### src/rtl/dsp_mult_pkg.sv
// Shared constants and the operand extension helper for the pipelined multiply-accumulate block.
// Extension works on a fixed wide vector; callers truncate the result to the width they need.
package dsp_mult_pkg;

  localparam int MIN_STAGES = 2;
  localparam int MAX_STAGES = 4;
  localparam int EXT_MAX    = 128;
  localparam int EXT_IDX    = $clog2(EXT_MAX);

  // Keeps the low 'width' bits of value and fills above them with the sign bit (tc=1) or zeros.
  function automatic logic [EXT_MAX-1:0] sext_zext(input logic [EXT_MAX-1:0] value,
                                                   input logic               tc,
                                                   input int                 width);
    logic [EXT_MAX-1:0] mask;
    logic [EXT_IDX-1:0] msb;
    logic               fill;
    mask = (width >= EXT_MAX) ? '1 : ((EXT_MAX'(1) << width) - EXT_MAX'(1));
    msb  = EXT_IDX'(width - 1);
    fill = tc & value[msb];
    return (value & mask) | ({EXT_MAX{fill}} & ~mask);
  endfunction

endpackage

### src/rtl/pipe_vld_reg.sv
// One pipeline stage: data plus valid, loaded when the pipe advances, held otherwise.
// Latency 1 cycle; on a stall (advance=0) both valid and data keep their value.
module pipe_vld_reg #(
  parameter int W = 8
) (
  input  logic         CLK,
  input  logic         RST_N,
  input  logic         advance,
  input  logic         d_vld,
  input  logic [W-1:0] d_dat,
  output logic         q_vld,
  output logic [W-1:0] q_dat
);

  always_ff @(posedge CLK) begin
    if (!RST_N) begin
      q_vld <= 1'b0;
      q_dat <= '0;
    end else if (advance) begin
      q_vld <= d_vld;
      if (d_vld) q_dat <= d_dat;
    end
  end

endmodule

### src/rtl/pipelined_mult_acc.sv
// Multiplier with NUM_STAGES (2..4) cycles of latency, per-sample signed/unsigned mode and a MAC path.
// Whole pipe stalls together when the output is valid and not taken; in_ready follows out_ready.
module pipelined_mult_acc
  import dsp_mult_pkg::*;
#(
  parameter int A_width    = 16,
  parameter int B_width    = 16,
  parameter int NUM_STAGES = 2,
  parameter int ACC_width  = 40
) (
  input  logic                       CLK,
  input  logic                       RST_N,
  input  logic                       in_valid,
  output logic                       in_ready,
  input  logic [A_width-1:0]         A,
  input  logic [B_width-1:0]         B,
  input  logic                       TC,
  input  logic                       acc_en,
  input  logic                       acc_clr,
  output logic                       out_valid,
  input  logic                       out_ready,
  output logic [A_width+B_width-1:0] PRODUCT,
  output logic [ACC_width-1:0]       ACC
);

  localparam int PW = A_width + B_width;
  localparam int BL = B_width / 2;
  localparam int SW = 2 * PW + 3;

  if (NUM_STAGES < MIN_STAGES || NUM_STAGES > MAX_STAGES) begin : g_bad_stages
    $error("pipelined_mult_acc: NUM_STAGES=%0d outside %0d..%0d", NUM_STAGES, MIN_STAGES, MAX_STAGES);
  end
  if (ACC_width < PW || ACC_width > EXT_MAX) begin : g_bad_acc
    $error("pipelined_mult_acc: ACC_width=%0d must be in %0d..%0d", ACC_width, PW, EXT_MAX);
  end

  logic advance;
  assign advance  = out_ready | ~out_valid;
  assign in_ready = advance;

  // Operands are extended to the full product width so all arithmetic below is exact modulo 2^PW.
  logic [PW-1:0] a_ext, b_ext, b_lo, b_hi, pp_lo, pp_hi;
  logic [SW-1:0] s1_dat;

  always_comb begin
    a_ext  = PW'(sext_zext(EXT_MAX'(A), TC, A_width));
    b_ext  = PW'(sext_zext(EXT_MAX'(B), TC, B_width));
    b_lo   = {{(PW-BL){1'b0}}, b_ext[BL-1:0]};
    b_hi   = b_ext >> BL;
    pp_lo  = a_ext * b_lo;
    pp_hi  = a_ext * b_hi;
    s1_dat = {pp_hi, pp_lo, TC, acc_en, acc_clr};
  end

  logic [SW-1:0]           st_dat [NUM_STAGES-1];
  logic [NUM_STAGES-2:0]   st_vld;

  pipe_vld_reg #(.W(SW)) u_stage1 (
    .CLK     (CLK),
    .RST_N   (RST_N),
    .advance (advance),
    .d_vld   (in_valid),
    .d_dat   (s1_dat),
    .q_vld   (st_vld[0]),
    .q_dat   (st_dat[0])
  );

  for (genvar g = 1; g < NUM_STAGES - 1; g++) begin : g_bal
    pipe_vld_reg #(.W(SW)) u_bal (
      .CLK     (CLK),
      .RST_N   (RST_N),
      .advance (advance),
      .d_vld   (st_vld[g-1]),
      .d_dat   (st_dat[g-1]),
      .q_vld   (st_vld[g]),
      .q_dat   (st_dat[g])
    );
  end

  logic [SW-1:0]        lst_dat;
  logic                 lst_vld;
  logic [PW-1:0]        l_pp_hi, l_pp_lo, product;
  logic                 l_tc, l_en, l_clr;
  logic [ACC_width-1:0] acc_q, p_acc, acc_new, acc_view;

  always_comb begin
    lst_dat  = st_dat[NUM_STAGES-2];
    lst_vld  = st_vld[NUM_STAGES-2];
    l_pp_hi  = lst_dat[SW-1 -: PW];
    l_pp_lo  = lst_dat[PW+2 -: PW];
    l_tc     = lst_dat[2];
    l_en     = lst_dat[1];
    l_clr    = lst_dat[0];
    product  = l_pp_lo + (l_pp_hi << BL);
    p_acc    = ACC_width'(sext_zext(EXT_MAX'(product), l_tc, PW));
    acc_new  = l_clr ? p_acc : acc_q + p_acc;
    acc_view = l_en ? acc_new : p_acc;
  end

  // Only samples that actually leave the last balance stage may touch the accumulator.
  always_ff @(posedge CLK) begin
    if (!RST_N) begin
      acc_q <= '0;
    end else if (advance && lst_vld && l_en) begin
      acc_q <= acc_new;
    end
  end

  logic [PW+ACC_width-1:0] out_dat;

  pipe_vld_reg #(.W(PW+ACC_width)) u_out (
    .CLK     (CLK),
    .RST_N   (RST_N),
    .advance (advance),
    .d_vld   (lst_vld),
    .d_dat   ({product, acc_view}),
    .q_vld   (out_valid),
    .q_dat   (out_dat)
  );

  assign PRODUCT = out_dat[ACC_width +: PW];
  assign ACC     = out_dat[ACC_width-1:0];

endmodule

### config.mk
export PLATFORM = sky130hd
export DESIGN_NAME = pipelined_mult_acc
export DESIGN_NICKNAME = d
export VERILOG_FILES = /design/src/rtl/dsp_mult_pkg.sv /design/src/rtl/pipe_vld_reg.sv /design/src/rtl/pipelined_mult_acc.sv
export SDC_FILE = /design/constraint.sdc
export NUM_CORES = 1
export LEC_CHECK = 0
export ABC_CLOCK_PERIOD_IN_PS = 16950
export BUFFER_PORTS_ARGS = -buffer_cell sky130_fd_sc_hd__buf_2
export CAP_MARGIN = 25
export CORE_MARGIN = 4
export CORE_UTILIZATION = 65
export CTS_CLUSTER_SIZE = 40
export DETAILED_ROUTE_END_ITERATION = 12
export PLACE_DENSITY = 0.93
export SLEW_MARGIN = 20
export SYNTH_ARGS = -nofsm -noshare
export SYNTH_HDL_FRONTEND = slang
export SYNTH_HIERARCHICAL = 1
export SYNTH_SLANG_ARGS = --single-unit
### constraint.sdc
create_clock -name CLK -period 16.95 [get_ports CLK]
set_clock_uncertainty 0.15 [all_clocks]
set_input_delay 0.8475 -clock CLK [delete_from_list [all_inputs] [get_ports CLK]]
set_output_delay 0.8475 -clock CLK [all_outputs]
set_load 0.005 [all_outputs]
==> results.md <==
- Status: complete, no violations
- Measured slew at the worst slew-check pin: approximately 1 ns
- Critical Path RT: 17.17 ns
- Core area: 35500 um2
- Int Power: 1.96 mW
- Lkg Pwr: around 12 nW
- Hold Path Origin: u_out/q_dat[34]$_SDFFE_PN0P_
- Worst Setup End Kind: flip-flop
- Switching part of the total: 0.514
- First-pass GRT wire length: 104000 um
- Fmax: 133 MHz
- Maximum VDD drop: 210 uV
- Minimum clock period: roughly 7.5 ns
- Syn nets: between 3000 and 4000
- FF/Latch Area: 3460 um2
- Final antenna-violating net count: 0
- Clock latency on the worst-skew pair: between 0.4 and 0.5 ns
- Initial antenna violation count: 0
- Mapped Cells: 2766
- CP Max Fanout: 27
- Filler Cells Inserted: ~2600
- Worst Setup Start Kind: input pin
- Crit path DAT: about 7.7 ns
- Die height: roughly 200 um
- Placer Congestion: 0.941
- Crit share post-route: 0.442
- Worst r2r src: u_stage1/q_dat[11]$_SDFFE_PN0P_
- Die width: ~200 um
- Vias in the first global route: 21150
- Post-CTS Resized: 0
- Iteration-0 DRC Markers: approximately 2300
- Setup TNS: 0 ns
- Worst min path class: flip-flop to flip-flop
- Clock share of power: 0.100
- Layout cells sized above 1: 0.102
- Max Root-Sink Buffers: 2
- Routed len/inst: 19.5 um
- # Post-CTS Setup Buffers: 0
- Final setup fails: 0
- Area of the multi-input gates: between 15000 and 20000 um2
- Detailed Route WL: approximately 63000 um
- Cell area after synthesis: 23400 um2
- Max cap viols: 0
- Fin util: 0.687
- Comb pwr share: 0.771
- CTS tree: yes
- Detail Placement HPWL: approximately 46000 um
- Root Buffer: clkbuf_16
- Die area: slightly below 40000 um2
- Area growth from synthesis to layout: 4.27%
- Cts bufs inserted: 17
- Most common cell after layout, fill and taps aside: nand2_1
- Congestion Overflow GR: 0
- Largest net degree at the start of global routing: 96
- Post-route DRC: 0
- Vias/cell: roughly 6.4
- Part of the power in registers: 0.128
- Crit. Startpoint: TC
- Global-route usage over all layers: 0.323
- Final slew viol count: 0
- Pwr per Cell Area: between 150 and 200 nW/um2
- TritonRoute pass-1 iters: 6
- Initial core utilization: 0.659
- Vias: between 20000 and 25000
- Final Hold Viols: 0
- Rel. slew slack: 0.333
- RSZ-0062 raised after global routing: false
- Core Rows: 69
- # nets final: 3275
- Clock-pin slew on the worst setup and hold paths: 0.07 ns
- Switch Pwr: a little over 2 mW
- Port Buffers: ~110
- Syn_area_per_cell: 8.45 um2
- Kind of critical path: input pin to flip-flop
- H-tree Lvls: 4
- Commonest cells after routing, fill and taps aside: nand2_1, inv_1, fa_1
- Yosys warnings: 6
- Antenna cells: 0
- # IOs: 113
- Post-cts hold buffer count: 0
- Clock sinks: about 170
## flip-flops by register name, indices dropped and copies added, names as in the netlist
register        cells
u_out/q_vld         1
u_out/q_dat        72
u_stage1/q_vld      1
u_stage1/q_dat     59
acc_q              40
## worst paths after layout
kind,end,slack (ns),cells past startpoint
max,u_stage1/q_dat[58]$_SDFFE_PN0P_,9.46,25
min,u_out/q_dat[34]$_SDFFE_PN0P_,0.30,2
max reg2reg,u_out/q_dat[39]$_SDFFE_PN0P_,10.85,20
min reg2reg,u_out/q_dat[34]$_SDFFE_PN0P_,0.30,2
## worst max-delay path, stage by stage
cell and delay, ns:
buf_2 0.44, and2_1 0.47, nand2_1 0.17, fa_1 0.51, inv_1 0.05, fa_1 0.54
inv_1 0.06, fa_1 0.56, fa_1 0.45, fa_1 0.55, inv_1 0.05, fa_1 0.48
inv_1 0.05, fa_1 0.47, inv_1 0.04, ha_1 0.34, a21o_1 0.20, a21o_1 0.17
a21oi_1 0.15, o21ai_0 0.23, a211o_1 0.34, a21oi_1 0.17, xnor2_1 0.13, nand4_1 0.12
o21ai_2 0.09
## power by group through the flow
stage               Combinational (mW)  Sequential [mW]  Clock [mW]
finish                            3.12            0.518       0.405
global route                      3.47            0.524       0.422
CTS                               3.07            0.518       0.403
detailed placement                3.03            0.527           0
global placement                  2.87            0.524           0
floorplan                         2.31            0.512           0
## per-stage QoR
stage	area (um2)	power (mW)	std cells	hold WS (ns)	worst slack, ns
floorplan	23400	2.83	2766	0.285	9.92
global placement	23700	3.39	3182	0.292	9.31
detailed placement	23800	3.56	3183	0.295	9.08
CTS	24400	3.99	3215	0.307	9.54
global route	24400	4.42	3215	0.320	9.17
finish	24400	4.04	3215	0.304	9.46
## final cells by class
class | instances | area share
Tap cell | 461 | 0.0237
Clock inverter | 13 | 0.00591
Clock buffer | 19 | 0.0182
Sequential cell | 173 | 0.142
Inverter | 360 | 0.0557
Multi-Input combinational cell | 2064 | 0.726
Timing Repair Buffer | 125 | 0.0282
## per-layer routing
layer	wire length [um]	vias to the layer above	track usage
met1	23600	9930	0.401
met5	0	-	0
met3	5270	308	0.0513
met4	3720	0	0.169
met2	30100	1169	0.547
li1	-	9084	-
Note: power is estimated with default switching activity, not from simulation.
